===== src/rtl/lab7_seq_det.sv =====
// lab7_seq_det -- serial pattern detector with a loadable pattern.
//
// Serial bits are shifted into a PAT_W-bit history register. A fill counter
// tracks how many valid bits the history holds. found pulses for one cycle
// after the edge that accepted a completing bit. The overlap input selects
// whether the bits of a match may also start the next match.
//
// Optional feature: define SEQDET_COUNT_EN to add the match_cnt output. It is
// a saturating count of matches, cleared on reset and on load. Without the
// macro, the port and its logic are absent.
module lab7_seq_det #(
  parameter int               PAT_W   = 4,
  parameter logic [PAT_W-1:0] RST_PAT = 4'b1101,
  parameter int               CNT_W   = 8
) (
  input  logic             clock,
  input  logic             rst_n,
  input  logic             load,
  input  logic [PAT_W-1:0] pat_in,
  input  logic             overlap,
  input  logic             d_valid,
  input  logic             d_in,
  output logic             found
`ifdef SEQDET_COUNT_EN
  ,
  output logic [CNT_W-1:0] match_cnt
`endif
);

  // The fill counter must be able to hold PAT_W itself, not only PAT_W-1.
  localparam int               FILL_W = $clog2(PAT_W + 1);
  localparam logic [FILL_W-1:0] FULL  = FILL_W'(PAT_W);

  logic [PAT_W-1:0]  pattern;
  logic [PAT_W-1:0]  history;
  logic [FILL_W-1:0] fill;

  logic              accept;
  logic [PAT_W-1:0]  history_next;
  logic [FILL_W-1:0] fill_next;
  logic              match;

  // Compute the post-shift history and fill for this edge, and decide whether they complete a match.
  always_comb begin
    // NOTE: every always_comb output gets a default first, so no path can leave it unassigned and infer a latch.
    accept       = 1'b0;
    history_next = history;
    fill_next    = fill;
    match        = 1'b0;

    accept       = d_valid & ~load;
    history_next = {history[PAT_W-2:0], d_in};
    fill_next    = (fill == FULL) ? fill : fill + 1'b1;
    match        = accept && (fill_next == FULL) && (history_next == pattern);
  end

  // Update the pattern, history, fill and found registers. Load wins over data, and only the completing edge samples overlap.
  always_ff @(posedge clock or negedge rst_n) begin
    if (!rst_n) begin
      pattern <= RST_PAT;
      history <= '0;
      fill    <= '0;
      found   <= 1'b0;
    end else if (load) begin
      // NOTE: sequential state uses non-blocking assignments, so every register updates from values sampled before this edge.
      pattern <= pat_in;
      fill    <= '0;
      found   <= 1'b0;
    end else if (accept) begin
      history <= history_next;
      fill    <= (match && !overlap) ? '0 : fill_next;
      found   <= match;
    end else begin
      found   <= 1'b0;
    end
  end

`ifdef SEQDET_COUNT_EN
  // Count matches since reset or load. The count holds at all-ones instead of wrapping.
  always_ff @(posedge clock or negedge rst_n) begin
    if (!rst_n) begin
      match_cnt <= '0;
    end else if (load) begin
      match_cnt <= '0;
    end else if (match && (match_cnt != {CNT_W{1'b1}})) begin
      match_cnt <= match_cnt + 1'b1;
    end
  end
`endif

endmodule


===== config.mk =====
export PLATFORM = sky130hd
export DESIGN_NAME = lab7_seq_det
export DESIGN_NICKNAME = d
export VERILOG_FILES = /design/src/rtl/lab7_seq_det.sv
export SDC_FILE = /design/constraint.sdc
export NUM_CORES = 1
export LEC_CHECK = 0
export BUFFER_PORTS_ARGS = -buffer_cell sky130_fd_sc_hd__buf_2
export CAP_MARGIN = 20
export CORE_MARGIN = 3
export CORE_UTILIZATION = 25
export DETAILED_ROUTE_END_ITERATION = 16
export PLACE_DENSITY = 0.46
export SETUP_SLACK_MARGIN = 0.1
export SYNTH_ARGS = -nofsm -noshare
export SYNTH_HDL_FRONTEND = slang
export SYNTH_SLANG_ARGS = --single-unit

===== constraint.sdc =====
create_clock -name clock -period 1.8 [get_ports clock]
set_input_delay 0.18 -clock clock [delete_from_list [all_inputs] [get_ports clock]]
set_output_delay 0.18 -clock clock [all_outputs]
set_load 0.1 [all_outputs]

==> run_results.csv, run 1 <==
group,metric,value,unit
power,ir_drop,0.000428,V
placement,gp_congestion,0.746,
clock_network,cts.path.max_buffers,2,
placement,placed_cell_area,631,um^2
synthesis,synth_edf_count,0,
clock_network,cts_tree,"yes",
floorplanning,core-area,0.00204,mm^2
finish,drive_above_1_share,44.1,%
sta,finalClockSkew,0.000539,ns
route,vias_per_cell,4.15,
finish,area_growth,19.5,%
job,maxCapViolCount,0,
floorplanning,die_area,0.00284,mm^2
sta,tns,0,ns
worst_setup_path,start_kind,"register",
sta,rsz0062_at_grt,"false",
synthesis,ys_ff_latch,11,
route,drt_pass1_iterations,3,
min_path,hold_path.startpoint,"pat_in[1]",
worst_setup_path,slowest_stage,"dfrtp_1",
worst_setup_path,max_stage_delay,0.41,ns
synthesis,yosys.area.top_type,"dfrtp_1",
sta,worstMarginPinSlew,0.485,ns
grt,grt_pass1_wl,1.46,mm
sta,finalHoldViolCount,0,
power,p_leak,0.304,nW
worst_setup_path,crit_chain,"inv_1 > ha_1 > nand2_1 > xnor2_1 > nand4b_1 > a22o_1",
sta,slew_viol_final,0,
synthesis,syn_area,558,um^2
floorplanning,fp-row-count,16,
floorplanning,die_h,53.2,um
synthesis,synthArstFlopShare,100,%
synthesis,ys.flop_type,"dfrtp_1",
synthesis,ys_top_cells_by_count,"8 x dfrtp_1, 7 x mux2_2, 6 x nor2_1, 4 x xor2_1",
synthesis,synth-seq-area-share,50.0,%
worst_setup_path,critPathArrivalTime,1.56,ns
power,power.total,0.580,mW
sta,fmax,0.714,GHz
grt,grt_remaining_overflow,0,
synthesis,synth.yosys.warnings,0,
grt,antenna_found_initial,0,
finish,antennaDiodeCount,0,
clock_network,cts.repair.resized,0,
synthesis,synthTopCellsByArea,"dfrtp_1 36%, dfstp_2 14%, mux2_2 14%",
power,pwr-share-seq,52.5,%
clock_network,htree_levels,1,
route,totalWireLength,896,um
synthesis,synth.top_cell.area_share,35.9,%
min_path,min_path_type,"input port to register",
worst_setup_path,cp_top_family,"flip-flops",
route,ant_nets,0,
placement,post-dp-hpwl,712,um
power,pwr-share-clk,29.2,%
synthesis,synth_cell_types,16,
worst_setup_path,cp_num_buf_inv,1,
worst_setup_path,end_kind,"register",
clock_network,clkTransAtPathRegs,0.07,ns
route,vias,357,
route,dr.first_iter.drc_count,2,
floorplanning,die_x,53.2,um
finish,fin_nets,72,
clock_network,insertion_delay,0.27,ns
sta,finalSetupViolCount,0,
floorplanning,ioPinCount,11,
clock_network,cts_inserted_buffers,3,
worst_setup_path,crit_start,"fill[0]",
synthesis,syn_nets,57,
sta,maxSlewHeadroom,67.9,%
placement,io_buffers,10,
synthesis,syn_area_per_cell,12.4,um^2
sta,post-route-period-util,77.8,%
floorplanning,initial_core_util,27.3,%
status,status,"finished, final reports clean",
grt,grt_start_max_net_pins,12,
route,drcViolationCount,0,
grt,grt_usage,7.71,%
grt,grt_pass1_vias,345,
sta,whs,0.138,ns
power,swShare,26.5,%
sta,post-route-min-period,1.40,ns
power,comb_power_share,18.2,%
worst_setup_path,worstPathMaxFanout,3,
power,p_sw,0.154,mW
synthesis,synth_most_common_cell,"dfrtp_1",
clock_network,cts_sinks,11,
worst_setup_path,r2r_start,"fill[0]",
worst_setup_path,cp.required,1.96,ns
clock_network,cts_root_buf,"clkbuf_4",
power,internal-power,0.427,mW
power,p_per_area,870,mW/mm^2
route,wl_per_cell,10.4,um
worst_setup_path,worst-setup-path-type,"register to register",
synthesis,syn_inst,45,
finish,final_area,667,um^2
-- worst paths after layout --
kind / to / slack, ns / depth (start not counted)
setup / recovery: fill[2] / 0.40 / 6
hold / removal: pattern[1] / 0.14 / 2
setup reg to reg: fill[2] / 0.40 / 6
hold reg to reg: history[2] / 0.53 / 1
max in group asynchronous: pattern[0] / 1.24 / 2
min in group asynchronous: pattern[1] / 0.30 / 2
-- metal layers --
layer	global-route usage (%)	part of all wire, %
met1	10.1	48
met2	10.0	43
met3	1.69	5.7
met4	7.66	3.0
met5	0	0
-- registers in the layout, indices dropped and copies added, names as in the netlist --
register  cells
history       3
pattern       4
fill          3
found         1
-- power by group through the flow --
stage / combinational [mW] / sequential (mW) / clock (mW)
final: 0.106 / 0.305 / 0.170
after global routing: 0.120 / 0.309 / 0.192
after global placement: 0.107 / 0.310 / 0
after floorplan: 0.0819 / 0.305 / 0
after detailed placement: 0.107 / 0.310 / 0
after CTS: 0.109 / 0.306 / 0.183
-- worst reg2reg max path: stages (launching register included) --
cell      delay [ns]
dfrtp_1         0.41
inv_1           0.10
ha_1            0.17
nand2_1         0.08
xnor2_1         0.19
nand4b_1        0.12
a22o_1          0.23
-- layout by cell type (no fill, tap or decap), drive strengths merged, types with 2 or more instances in the layout --
cell / count
buf: 10
clkbuf: 4
dfrtp: 8
dfstp: 3
ha: 2
inv: 2
mux2: 7
nand2: 3
nor2: 6
nor3: 2
xnor2: 2
xor2: 4
-- area by class of cell --
type                    instances  area, um^2
clock buffers                   4        26.3
well taps                      27        33.8
fillers                       225        1380
multi-input cells              31         260
inverters                       2        7.51
flip-flops and latches         11         279
repair buffers                 11        60.1
-- repair_timing --
item | 4_1_cts | 5_1_grt
buffers inserted | 0 | 0
hold endpoints to repair | 8 | 0
hold buffers | 1 | 0
-- kinds of logic (layout without fill, tap and decap cells) --
| kind of cell | after synthesis | after routing | synth area share (%) |
|---|---|---|---|
| AND/OR/NAND/NOR | 14 | 14 | 15.2 |
| AO/OA/AOI/OAI | 1 | 1 | 1.57 |
| multiplexers | 8 | 8 | 15.9 |
| adder cells (fa/ha/maj) | 2 | 2 | 4.48 |
| buffers and inverters | 3 | 17 | 3.36 |
| flip-flops | 11 | 11 | 50.0 |
| XOR/XNOR | 6 | 6 | 9.42 |
-- metrics by stage --
stage	cells	util, %	setup slack [ns]
3_3_place_gp	81	30.9	0.407
6_report	86	32.7	0.400
3_5_place_dp	81	30.9	0.403
4_1_cts	86	32.7	0.392
2_1_floorplan	45	-	0.504
5_1_grt	86	32.7	0.318
No activity file was read; power rests on OpenSTA's default activity.
==> inputs of run 2 (changes only) <==
- PLACE_DENSITY: 0.46 -> 0.48
- clock period: 1.8 -> 1.2 ns (I/O delays scaled with it)
==> run 2 against run 1 <==
The run now ends with setup timing left. Combinational power increased by 120%. Design area up 14%. Count of clock-buffer cells in the layout shrank 1. First-iteration DRC count shrank 50%.
==> run_results.csv, run 2 (same netlist as run 1, synthesis figures left out) <==
group,metric,value,unit
route,route.met2.wl,507,um
finish,final_common_cell,"buf_2",
finish,fin_nets,79,
power,internal-power,0.681,mW
sta,post-route-period-util,109,%
grt,grt_pass1_wl,1.72,mm
clock_network,clkTransAtPathRegs,0.07,ns
power,pwr-share-seq,48.6,%
worst_setup_path,max_stage_delay,0.42,ns
grt,grt_remaining_overflow,0,
route,drcViolationCount,0,
sta,finalSetupViolCount,2,
worst_setup_path,cp_top_family,"flip-flops",
power,p_sw,0.258,mW
route,vias_per_cell,4.27,
worst_setup_path,crit_chain,"inv_2 > ha_4 > nand2_4 > xnor2_2 > nand4b_1 > a22o_1",
floorplanning,die_area,0.00284,mm^2
floorplanning,ioPinCount,11,
floorplanning,die_x,53.2,um
finish,largest_reg_flops,4,
power,p_per_area,1240,mW/mm^2
clock_network,insertion_delay,0.27,ns
finish,final_core_util,37.1,%
sta,worstMarginPinSlew,0.277,ns
worst_setup_path,critPathArrivalTime,1.46,ns
route,met1Wirelength,429,um
route,wl_met3,79,um
sta,fin_ws,-0.102,ns
status,status,"finished, violations left",
route,ant_nets,0,
status,violations,"setup timing",
floorplanning,core-area,0.00204,mm^2
worst_setup_path,reg2reg_slack,-0.10,ns
placement,placed_cell_area,683,um^2
finish,largestRegisters,"pattern (4), fill (3), history (3)",
worst_setup_path,worstPathMaxFanout,3,
worst_setup_path,slowest_stage,"dfrtp_1",
finish,regArea,279,um^2
finish,layout_common_cells,"9 x buf_2, 8 x dfrtp_1, 8 x buf_4",
route,drt_pass1_iterations,4,
placement,io_buffers,10,
route,wl_per_cell,11.0,um
finish,final_area,758,um^2
placement,post-dp-hpwl,764,um
route,dr.first_iter.drc_count,1,
worst_setup_path,worst-setup-path-type,"register to register",
clock_network,cts_tree,"yes",
finish,layoutNonFillerInstCount,93,
grt,antenna_found_initial,0,
sta,finalHoldViolCount,0,
floorplanning,fp-row-count,16,
worst_setup_path,cp_num_buf_inv,1,
worst_setup_path,start_kind,"register",
clock_network,cts_sinks,11,
finish,area_growth,35.9,%
sta,post-route-min-period,1.30,ns
power,comb_power_share,24.3,%
worst_setup_path,end_kind,"register",
power,p_leak,0.362,nW
min_path,hold_depth,2,
finish,drive_above_1_share,60.6,%
min_path,holdPathEnd,"pattern[3]",
finish,multi_input_area,295,um^2
placement,gp_congestion,0.695,
sta,slew_viol_final,0,
sta,maxSlewHeadroom,81.7,%
floorplanning,die_h,53.2,um
finish,max_flop_register,"pattern",
worst_setup_path,cp.required,1.36,ns
finish,antennaDiodeCount,0,
finish,n_fill_cell,227,
sta,finalClockSkew,0.00330,ns
min_path,hold_path.startpoint,"pat_in[3]",
job,maxCapViolCount,0,
clock_network,htree_levels,1,
worst_setup_path,r2r_cells,6,
power,ir_drop,0.000851,V
placement,dp_cells,86,
clock_network,cts_root_buf,"clkbuf_4",
min_path,min_path_type,"input port to register",
grt,grt_start_max_net_pins,12,
worst_setup_path,r2r_start,"fill[0]",
grt,grt_pass1_vias,410,
route,top_layer_used,"met4",
clock_network,cts_inserted_buffers,3,
sta,fmax,0.768,GHz
power,swShare,27.5,%
grt,grt_usage,9.17,%
route,totalWireLength,1.02,mm
floorplanning,initial_core_util,27.3,%
power,pwr-share-clk,27.1,%
clock_network,cts.path.max_buffers,2,
worst_setup_path,reg2reg_to,"fill[2]",
sta,rsz0062_at_grt,"true",
route,vias,397,
[run 2: cell type report]
class                   instances  share of cell area, %
multi-input cells              31                   38.9
well taps                      27                   4.46
inverters                       2                  0.990
repair buffers                 18                   15.2
flip-flops and latches         11                   36.8
clock inverters                 1                  0.660
clock buffers                   3                   2.97
[run 2: worst max-delay path by stage]
| stage | startpoint | end | slack, ns | cells past startpoint |
|---|---|---|---|---|
| floorplan | fill[0] | fill[2] | -0.03 | 6 |
| global placement | fill[0] | fill[2] | -0.10 | 6 |
| detailed placement | fill[0] | fill[2] | -0.12 | 6 |
| CTS | fill[0] | fill[2] | -0.1 | 6 |
| global route | fill[0] | fill[2] | -0.16 | 6 |
| finish | fill[0] | fill[2] | -0.10 | 6 |
[run 2: metrics by stage]
stage / hold WS (ns) / setup slack [ns] / setup TNS [ns] / total power [mW]
6_report: 0.0738 / -0.102 / -0.170 / 0.939
5_1_grt: 0.0640 / -0.159 / -0.310 / 1.01
4_1_cts: 0.0655 / -0.0989 / -0.176 / 0.949
3_5_place_dp: 0.00496 / -0.119 / -0.131 / 0.668
3_3_place_gp: 0.00662 / -0.104 / -0.115 / 0.664
2_1_floorplan: -0.176 / -0.0349 / -0.0349 / 0.592
[run 2: timing repair]
item,4_1_cts,5_1_grt
pin swaps,2,2
hold buffers,1,0
endpoints found under the setup margin,3,3
resized for setup,3,2
hold endpoints to repair,11,0
setup buffers,1,1
[run 2: metal layers]
layer	global-route usage (%)	up-vias
met5	0	-
met4	3.83	0
met3	6.20	2
met2	14.5	11
met1	9.33	190
li1	-	194
[run 2: power groups by stage]
stage / logic [mW] / registers, mW / clock network (mW)
2_1_floorplan: 0.134 / 0.458 / 0
6_report: 0.228 / 0.456 / 0.255
3_3_place_gp: 0.202 / 0.462 / 0
4_1_cts: 0.221 / 0.457 / 0.271
3_5_place_dp: 0.204 / 0.464 / 0
5_1_grt: 0.253 / 0.464 / 0.293
==> inputs of run 3 (changes only) <==
- CORE_MARGIN: 3 -> 1
- PLACE_DENSITY: 0.48 -> 0.46
- clock period: 1.2 -> 1.65 ns (I/O delays scaled with it)
==> run 3 against run 2 <==
The run now ends clean. Clock power down 29%. Worst setup slack better by 0.32 ns. Final cell count down 7.5%. Worst hold slack better by 0.055 ns. Utilization down 4.1 points. Sequential share of layout area up 5.0 points. Critical path depth unchanged. Critical endpoint unchanged.
==> run_results.csv, run 3 (same netlist as run 1, synthesis figures left out) <==
group,metric,value,unit
sta,finalSetupViolCount,0,
sta,finalHoldViolCount,0,
placement,io_buffers,10,
clock_network,htree_levels,1,
floorplanning,fp-row-count,16,
sta,fin_ws,0.214,ns
sta,whs,0.129,ns
sta,fmax,0.696,GHz
worst_setup_path,worstPathMaxFanout,3,
job,maxCapViolCount,0,
sta,finalClockSkew,0.00180,ns
placement,pre_cts_ws,0.213,ns
sta,post-route-min-period,1.44,ns
clock_network,cts.path.max_buffers,2,
finish,n_fill_cell,207,
worst_setup_path,crit_start,"fill[0]",
finish,largestRegisters,"pattern (4), fill (3), history (3)",
route,met1Wirelength,480,um
route,vias_per_cell,4.23,
worst_setup_path,worst-setup-path-type,"register to register",
sta,post-route-period-util,87.0,%
finish,drive_above_1_share,44.1,%
finish,antennaDiodeCount,0,
grt,grt_pass1_wl,1.77,mm
route,wl_per_cell,11.7,um
finish,multi_input_area,260,um^2
power,ir_drop,0.000464,V
route,wl_met3,63,um
power,power.total,0.632,mW
sta,maxSlewHeadroom,68.1,%
placement,placed_cell_area,631,um^2
floorplanning,die_h,49.2,um
clock_network,cts_inserted_buffers,3,
sta,tns,0,ns
clock_network,cts_root_buf,"clkbuf_4",
clock_network,cts_sinks,11,
finish,fin_nets,72,
clock_network,insertion_delay,0.26,ns
finish,final_area,667,um^2
route,route.met2.wl,444,um
route,top_layer_used,"met4",
route,totalWireLength,1.01,mm
finish,area_growth,19.5,%
min_path,hold_depth,2,
grt,grt_usage,9.91,%
worst_setup_path,critPathArrivalTime,1.59,ns
power,p_per_area,947,mW/mm^2
worst_setup_path,r2r_start,"fill[0]",
route,dr.first_iter.drc_count,0,
sta,rsz0062_at_grt,"false",
floorplanning,die_area,0.00243,mm^2
clock_network,post_cts_buffers,0,
grt,grt_pass1_vias,410,
status,status,"finished, final reports clean",
grt,grt_remaining_overflow,0,
placement,gp_congestion,0.739,
grt,grt_start_max_net_pins,12,
grt,antenna_found_initial,0,
min_path,hold_path.startpoint,"pat_in[1]",
sta,worstMarginPinSlew,0.482,ns
route,ant_nets,0,
worst_setup_path,r2r_cells,6,
clock_network,clkTransAtPathRegs,0.07,ns
worst_setup_path,cp.required,1.80,ns
floorplanning,die_x,49.2,um
finish,layout_common_cells,"10 x buf_2, 8 x dfrtp_1, 7 x mux2_2",
route,vias,364,
finish,max_flop_register,"pattern",
min_path,min_path_type,"input port to register",
sta,slew_viol_final,0,
worst_setup_path,end_kind,"register",
route,drcViolationCount,0,
floorplanning,initial_core_util,27.6,%
floorplanning,ioPinCount,11,
route,drt_pass1_iterations,1,
finish,final_common_cell,"buf_2",
clock_network,cts_tree,"yes",
finish,regArea,279,um^2
power,p_leak,0.304,nW
finish,largest_reg_flops,4,
floorplanning,core-area,0.00202,mm^2
worst_setup_path,start_kind,"register",
==> run 3: cell count changes in the layout (fill, tap and decap cells not counted), moves of 2 or more <==
| cell | before | now |
|---|---|---|
| inv_1 | 0 | 2 |
| xnor2_1 | 0 | 2 |
| buf_4 | 8 | 0 |
| inv_2 | 2 | 0 |
| xnor2_2 | 2 | 0 |
==> run 3: worst max-delay path, stage by stage, from the launching register on <==
cell	delay, ns
dfrtp_1	0.41
inv_1	0.11
ha_1	0.17
nand2_1	0.08
xnor2_1	0.19
nand4b_1	0.12
a22o_1	0.23
==> run 3: metrics by stage <==
stage,instances,util (%)
5_1_grt,86,33.0
6_report,86,33.0
4_1_cts,86,33.0
3_5_place_dp,81,31.2
3_3_place_gp,81,31.2
2_1_floorplan,45,-
==> run 3: layout make-up <==
type,instances,share of cell area (%)
Clock buffer,4,3.94
Inverter,2,1.13
Multi-Input combinational cell,31,39.0
Sequential cell,11,41.8
Tap cell,27,5.07
Timing Repair Buffer,11,9.01
==> run 3: final timing paths <==
kind / endpoint / slack, ns
max: fill[2] / 0.21
min in group asynchronous: fill[0] / 0.30
max reg2reg: fill[2] / 0.21
max in group asynchronous: pattern[2] / 1.08
min reg2reg: history[2] / 0.53
min: pattern[1] / 0.13
==> run 3: layer usage <==
metal	vias to the layer above	track usage (%)
met4	0	5.88
met5	-	0
met1	172	12.1
met2	11	14.2
met3	2	4.36
li1	179	-
==> run 3: power by group <==
part / internal [mW] / total [mW] / switching (mW)
Clock: 0.0935 / 0.180 / 0.0862
Sequential: 0.309 / 0.334 / 0.0258
Combinational: 0.0635 / 0.117 / 0.0540
==> run 3: timing repair <==
item                                   in CTS  in global routing
resized for setup                           0                  0
endpoints found under the hold margin       8                  0
hold buffers                                1                  0
